<file path="config.mk">
export PLATFORM = sky130hd
export DESIGN_NAME = cache_arbiter
export DESIGN_NICKNAME = d
export VERILOG_FILES = /design/src/rtl/cache_arbiter_pkg.sv /design/src/rtl/arb_rr2.sv /design/src/rtl/cache_arbiter.sv
export SDC_FILE = /design/constraint.sdc
export NUM_CORES = 1
export LEC_CHECK = 0
export ABC_AREA = 0
export BUFFER_PORTS_ARGS = -buffer_cell sky130_fd_sc_hd__buf_2
export CAP_MARGIN = 0
export CORE_AREA = 2 2 291 293
export CTS_CLUSTER_SIZE = 28
export DETAILED_ROUTE_END_ITERATION = 10
export DIE_AREA = 0 0 293 295
export PLACE_DENSITY_LB_ADDON = 0.25
export SLEW_MARGIN = 10
export SYNTH_ARGS = -nofsm -noshare
export SYNTH_HDL_FRONTEND = slang
export SYNTH_SLANG_ARGS = --single-unit
</file>
<file path="constraint.sdc">
create_clock -name clk_in -period 2.33 [get_ports clk_in]
set_clock_uncertainty 0.1 [all_clocks]
set_input_delay 0.466 -clock clk_in [delete_from_list [all_inputs] [get_ports clk_in]]
set_output_delay 0.466 -clock clk_in [all_outputs]
set_load 0.005 [all_outputs]
</file>
<file path="src/rtl/cache_arbiter_pkg.sv">
// Shared types for the L1 IC/DC to system-memory cache-line arbiter.
// Line geometry, DC request bundle, FSM state codes, owner codes.
package cache_arbiter_pkg;

  localparam int PC_SZ  = 32;
  localparam int CL_SZ  = 4;
  localparam int CL_LEN = 16;

  localparam int ARB_ADDR_W = PC_SZ - CL_SZ;
  localparam int ARB_LINE_W = CL_LEN * 8;

  // rw=1 is a read
  typedef struct packed {
    logic                  rw;
    logic [ARB_ADDR_W-1:0] rw_addr;
    logic [ARB_LINE_W-1:0] wr_data;
  } arb_data_t;

  localparam logic [1:0] IDLE = 2'd0;
  localparam logic [1:0] MREQ = 2'd1;
  localparam logic [1:0] MACK = 2'd2;
  localparam logic [1:0] RESP = 2'd3;

  localparam logic OWN_IC = 1'b0;
  localparam logic OWN_DC = 1'b1;

  // IC only ever reads, so its request carries no write line
  function automatic arb_data_t ic_to_req(
    input logic [ARB_ADDR_W-1:0] addr
  );
    arb_data_t r;
    r.rw      = 1'b1;
    r.rw_addr = addr;
    r.wr_data = '0;
    return r;
  endfunction

endpackage

</file>
<file path="src/rtl/arb_rr2.sv">
// Two-way combinational grant between IC and DC requesters.
// In: valid_ic, valid_dc, last_owner. Out: grant_ic, grant_dc.
// CACHE_ARB_DC_PRIORITY_EN: DC wins every tie, last_owner ignored.
module arb_rr2
  import cache_arbiter_pkg::*;
(
  input  logic valid_ic,
  input  logic valid_dc,
  input  logic last_owner,
  output logic grant_ic,
  output logic grant_dc
);

`ifdef CACHE_ARB_DC_PRIORITY_EN
  logic unused_last_owner;
  assign unused_last_owner = last_owner;
  assign grant_dc = valid_dc;
  assign grant_ic = valid_ic && !valid_dc;
`else
  // on a tie the requester that did not go last wins
  assign grant_ic = valid_ic &&
                    (!valid_dc || last_owner == OWN_DC);
  assign grant_dc = valid_dc && !grant_ic;
`endif

endmodule

</file>
<file path="src/rtl/cache_arbiter.sv">
// Shares one system-memory line port between L1 IC and L1 DC.
// Ports: clk_in/reset_in, ic_req_*/ic_ack_*, dc_req_*/dc_ack_*, sm_req_*/sm_ack_*.
module cache_arbiter
  import cache_arbiter_pkg::*;
#(
  parameter int ADDR_W = ARB_ADDR_W,
  parameter int LINE_W = ARB_LINE_W
) (
  input  logic              clk_in,
  input  logic              reset_in,

  input  logic [ADDR_W-1:0] ic_req_addr,
  input  logic              ic_req_valid,
  output logic              ic_req_rdy,
  output logic [LINE_W-1:0] ic_ack_data,
  output logic              ic_ack_valid,
  input  logic              ic_ack_rdy,

  input  arb_data_t         dc_req_data,
  input  logic              dc_req_valid,
  output logic              dc_req_rdy,
  output logic [LINE_W-1:0] dc_ack_data,
  output logic              dc_ack_valid,
  input  logic              dc_ack_rdy,

  output logic              sm_req_rw,
  output logic [ADDR_W-1:0] sm_req_addr,
  output logic [LINE_W-1:0] sm_req_wr_data,
  output logic              sm_req_valid,
  input  logic              sm_req_rdy,
  input  logic [LINE_W-1:0] sm_ack_rd_data,
  input  logic              sm_ack_valid,
  output logic              sm_ack_rdy
);

  logic [1:0]        state;
  arb_data_t         req_reg;
  logic              owner;
  logic              last_owner;
  logic [LINE_W-1:0] line_reg;

  logic grant_ic;
  logic grant_dc;
  logic run;

  arb_rr2 u_rr (
    .valid_ic   (ic_req_valid),
    .valid_dc   (dc_req_valid),
    .last_owner (last_owner),
    .grant_ic   (grant_ic),
    .grant_dc   (grant_dc)
  );

  // every handshake output is held low while reset is asserted
  assign run = !reset_in;

  assign ic_req_rdy   = run && state == IDLE && grant_ic;
  assign dc_req_rdy   = run && state == IDLE && grant_dc;
  assign sm_req_valid = run && state == MREQ;
  assign sm_ack_rdy   = run && state == MACK;
  assign ic_ack_valid = run && state == RESP && owner == OWN_IC;
  assign dc_ack_valid = run && state == RESP && owner == OWN_DC;

  // driven straight from req_reg, so stable while MREQ stalls
  assign sm_req_rw      = req_reg.rw;
  assign sm_req_addr    = req_reg.rw_addr;
  assign sm_req_wr_data = req_reg.wr_data;

  assign ic_ack_data = line_reg;
  assign dc_ack_data = line_reg;

  always_ff @(posedge clk_in) begin
    if (reset_in) begin
      state      <= IDLE;
      req_reg    <= '0;
      owner      <= OWN_IC;
      last_owner <= OWN_DC;
      line_reg   <= '0;
    end else begin
      case (state)
        IDLE: begin
          unique case (1'b1)
            grant_ic: begin
              req_reg    <= ic_to_req(ic_req_addr);
              owner      <= OWN_IC;
              last_owner <= OWN_IC;
              state      <= MREQ;
            end
            grant_dc: begin
              req_reg    <= dc_req_data;
              owner      <= OWN_DC;
              last_owner <= OWN_DC;
              state      <= MREQ;
            end
            default: ;
          endcase
        end
        MREQ: begin
          if (sm_req_rdy) state <= MACK;
        end
        MACK: begin
          if (sm_ack_valid) begin
            line_reg <= sm_ack_rd_data;
            state    <= RESP;
          end
        end
        RESP: begin
          if (owner == OWN_DC ? dc_ack_rdy : ic_ack_rdy)
            state <= IDLE;
        end
        default: state <= IDLE;
      endcase
    end
  end

endmodule

</file>
==> flow_summary.yaml, run 1 <==
cts:
  cts_max_path_buffers: 3
  root_buffer: "clkbuf_16"
  cts-htree-levels: 2
  clk_pin_slew_ns: 0.06
  insertion_delay_ns: 0.54
  cts_tree: "built"
  hold_buffers: 0
  numCtsBuffers: 37
  clkSinkCount: 289
synth:
  synth_nets: 1616
  synth_commonest_cells: "289 x dfxtp_1, 263 x nand2_1, 158 x a21oi_1"
  yosysUniqueCellTypes: 24
  netlist_area_um2: 11300
  synthArstFlopShare: 0
  syn-instance-count: 1290
  syn_avg_cell_area_um2: 8.757
  ys_seq_area_frac: 0.5121
  yosys.area.top_type_share: 0.5121
  yosys-top-cells-area: "dfxtp_1 51%, a32oi_1 9.9%, buf_4 8.8%, nand2_1 8.7%, a21oi_1 7.0%"
  synthFlopType: "dfxtp_1"
  yosysMostFrequentCell: "dfxtp_1"
  synth_top_area_cell: "dfxtp_1"
  yosys_register_bits: 289
  synth_edf_count: 0
  ys_warn_count: 0
worst_setup_path:
  cp-start-kind: "register"
  worstPathRequired_ns: 1.76
  worstSetupPathType: "register to output pin"
  end_kind: "output pin"
  critPathArrivalTime_ns: 1.60
  rrSetupSlack_ns: 0.43
  critical_path.max_fanout: 5
place:
  dp_cells: 2900
  io_buffers: 739
  hpwlAfterDp_um: 36770
  gp_congestion: 0.7855
global_route:
  antenna_found_initial: 9
  grt_pass1_vias: 10980
  grt_overflow: 0
  grt_pass1_wl_um: 68680
  grtUsageTotal: 0.1034
  grt_max_degree: 109
floorplanning:
  die_h_um: 295
  initial_utilization: 0.1359
  die_w_um: 293
  rows: 106
  core_area_um2: 83160
  fp.dieArea_um2: 86440
  pin_count: 740
power:
  powerDensity_nw_per_um2: 967.7
  ir_drop_mv: 0.4870
  p_leak_nw: 7.729
flow_run:
  max_cap_viol_count: 0
timing:
  finalCriticalPeriod_ns: 2.166
  fin_crit_sh: 0.9295
  hold_violations: 0
  setup_viol: 0
  finalSetupTns_ns: 0
  slew_headroom: 0.5713
  maxSlewViolCount: 0
  fin_hold_ws_ns: 0.05645
  rsz0062_at_grt: "false"
  worst_pin_slew_ns: 0.6431
  clock.fmax_mhz: 461.7
detailed_routing:
  dr.pass1.iters: 4
  routedWlPerCell_um: 16.30
  antenna_left: 0
  drtIter0Drc: 393
  drt-total-wl_um: 48430
  via_per_inst: 3.831
  drc: 0
  vias: 11380
finish:
  nets: 2189
  fin_util: 0.1996
  fillCellCount: 9330
  drive_gt1_frac: 0.4460
  stdcell_count: 2971
  syn2layout_area_growth_pct: 46.96
hold_path:
  min_path_type: "input pin to register"
status:
  status: "finished, final reports clean"
## layer usage
metal  vias to the layer above  share of wire  track usage
met4                        12          0.031      0.03802
met2                       518           0.48       0.1769
met3                        81          0.091      0.03962
met1                      5311           0.40       0.1167
li1                       5460              -            -
met5                         -         0.0014            0
## kinds of logic (layout without fill, tap and decap cells)
kind of cell,count (synthesis),count (layout),share of synthesized area
AND/OR/NAND/NOR,400,400,0.1351
AO/OA/AOI/OAI,321,321,0.1886
flip-flops,289,289,0.5121
buffers and inverters,244,844,0.1311
multiplexers,31,31,0.02747
adder cells (fa/ha/maj),5,5,0.005538
other,0,1,0
## metrics by stage
step                      total power [mW]  worst slack [ns]  area, um^2
after global placement               10.30            0.4425       15310
final                                16.07            0.1643       16600
after CTS                            16.36          0.006452       16570
after global routing                 17.01           0.04940       16600
after floorplan                      8.503            0.4055       11300
after detailed placement             10.34            0.4134       15310
## state kept, by name, indices dropped and copies added, names as in the netlist
name and cells:
dc_ack_data 128, last_owner 1, owner 1, sm_req_addr 28
sm_req_rw 1, sm_req_wr_data 128, state 2
## critical path: stages, from the launching register on
cell and delay, ns:
dfxtp_2 0.36, inv_2 0.08, ha_4 0.18, nor2b_2 0.15, buf_4 0.16, buf_2 0.13
## what timing repair did
action | 4_1_cts | 5_1_grt
gates resized for setup | 3 | 2
buffers inserted | 1 | 3
setup endpoints to repair | 3 | 3
pin swaps | 1 | 1
## area by class of cell
class                           count  area (um^2)  area share
Inverter                            4        15.01   0.0009044
Timing Repair Buffer              774         4120      0.2482
Multi-Input combinational cell    757         4086      0.2461
Clock buffer                       58         1167     0.07031
Clock inverter                      8        72.57    0.004371
Sequential cell                   289         5787      0.3486
Tap cell                         1080         1351     0.08139
Antenna cell                        1        2.502   0.0001507
## where the power goes
group	switching, mW	internal (mW)
logic	2.42	1.69
registers	0.472	5.67
clock network	2.27	3.54
total	5.16	10.9
## worst paths after layout
kind,from,endpoint,cells after the start
hold reg to reg,dc_ack_data[41],dc_ack_data[41],2
setup reg to reg,state[1],sm_req_wr_data[71],6
hold / removal,sm_ack_rd_data[123],dc_ack_data[123],3
setup / recovery,state[0],sm_ack_rdy,5
## cell usage in the layout (no fill, tap or decap), drive strengths merged, types with 2 or more instances in the layout
cell type,instances
buf,773
dfxtp,289
nand2,263
a21oi,158
a32oi,128
nor2,128
clkbuf,59
mux2i,31
o21ai,30
clkinv,6
inv,5
ha,5
nor2b,4
and3,2
nor3b,2
(Power assumes the default switching activity.)
==> inputs of run 2 (changes only) <==
- BUFFER_PORTS_ARGS: -buffer_cell sky130_fd_sc_hd__buf_2 -> -buffer_cell sky130_fd_sc_hd__clkbuf_2
==> flow_summary.yaml, run 2 (synthesis gave the netlist of run 1 again) <==
status:
  status: "finished, final reports clean"
finish:
  drive_gt1_frac: 0.4381
  fin_util: 0.1998
  final_common_cell: "clkbuf_2"
  fillCellCount: 9287
  nets: 2204
  syn2layout_area_growth_pct: 47.10
  antenna_cells: 0
  final_cell_mix: "738 x clkbuf_2, 289 x dfxtp_1, 262 x nand2_1, 158 x a21oi_1"
power:
  ir_drop_mv: 0.4520
  p_leak_nw: 7.444
  finalPower_mw: 15.56
  powerDensity_nw_per_um2: 936.1
cts:
  cts_tree: "built"
  clk_pin_slew_ns: 0.06
  cts_max_path_buffers: 3
  numCtsBuffers: 36
  root_buffer: "clkbuf_16"
  insertion_delay_ns: 0.53
  clkSinkCount: 289
  cts-htree-levels: 2
detailed_routing:
  dr.pass1.iters: 5
  via_per_inst: 3.811
  vias: 11350
  drtIter0Drc: 499
  antenna_left: 0
  drc: 0
  routedWlPerCell_um: 16.05
  drt-total-wl_um: 47810
timing:
  clock.fmax_mhz: 458.2
  setup_viol: 0
  worst_pin_slew_ns: 0.6591
  layout_setup_ws_ns: 0.1476
  rsz0062_at_grt: "false"
  maxSlewViolCount: 0
  finalCriticalPeriod_ns: 2.182
  slew_headroom: 0.5589
  finalSetupTns_ns: 0
  fin_crit_sh: 0.9367
  hold_violations: 0
  fin_hold_ws_ns: 0.05767
worst_setup_path:
  critical_path.max_fanout: 5
  critPathArrivalTime_ns: 1.62
  worstPathRequired_ns: 1.76
  cp-start-kind: "register"
  worstSetupPathType: "register to output pin"
  end_kind: "output pin"
floorplanning:
  pin_count: 740
  die_h_um: 295
  fp.dieArea_um2: 86440
  die_w_um: 293
  initial_utilization: 0.1359
  rows: 106
  core_area_um2: 83160
place:
  hpwlAfterDp_um: 36670
  dpl_worst_slack_ns: 0.3475
  gp_congestion: 0.7790
  io_buffers: 739
global_route:
  antenna_found_initial: 7
  grt_overflow: 0
  grtUsageTotal: 0.1031
  grt_pass1_wl_um: 68420
  grt_pass1_vias: 11210
  grt_max_degree: 109
flow_run:
  max_cap_viol_count: 0
hold_path:
  min_path_type: "input pin to register"
==> run 2: layout make-up <==
class	count	area [um^2]	share of cell area
flip-flops and latches	289	5786	0.3481
clock buffers	52	1062	0.06392
well taps	1080	1351	0.08131
repair buffers	790	4285	0.2579
multi-input cells	757	4084	0.2457
inverters	4	15.01	0.0009035
clock inverters	7	35.03	0.002108
==> run 2: worst max-delay path, stage by stage, from the launching register on <==
cell,delay (ns)
dfxtp_1,0.39
inv_2,0.09
ha_4,0.19
nor2b_1,0.13
buf_4,0.16
clkbuf_2,0.12
==> run 2: path summary, 6_finish.rpt <==
path	cells past startpoint	end	slack, ns	from
worst max-delay path	5	sm_ack_rdy	0.15	state[0]
worst min register to register	2	dc_ack_data[7]	0.37	dc_ack_data[7]
worst max register to register	6	sm_req_wr_data[88]	0.38	state[1]
worst min-delay path	3	dc_ack_data[117]	0.06	sm_ack_rd_data[117]
==> run 2: per-layer routing <==
metal  GRT usage  wire (um)  up-vias
li1            -          -     5485
met1      0.1158      18720     5274
met3     0.03744       4174       90
met5           0         68        -
met4     0.04215       1892       10
met2      0.1766      22960      495
==> run 2: timing repair <==
item	4_1_cts	5_1_grt
hold endpoints to repair	18	0
endpoints found under the setup margin	3	0
hold buffers	18	0
buffers inserted	3	0
resized for setup	3	0
==> run 2: per-stage QoR <==
| stage | instances | area [um^2] |
|---|---|---|
| final | 2979 | 16620 |
| after global placement | 2899 | 15310 |
| after CTS | 2979 | 16620 |
| after detailed placement | 2899 | 15310 |
| after floorplan | 1290 | 11300 |
| after global routing | 2979 | 16620 |
==> run 2: where the power goes <==
part	total, mW	leakage, nW	internal, mW	switching (mW)
Clock	5.29	0.549	3.13	2.15
Sequential	6.18	2.35	5.67	0.503
Combinational	4.09	4.54	1.69	2.40
Total	15.6	7.44	10.5	5.06
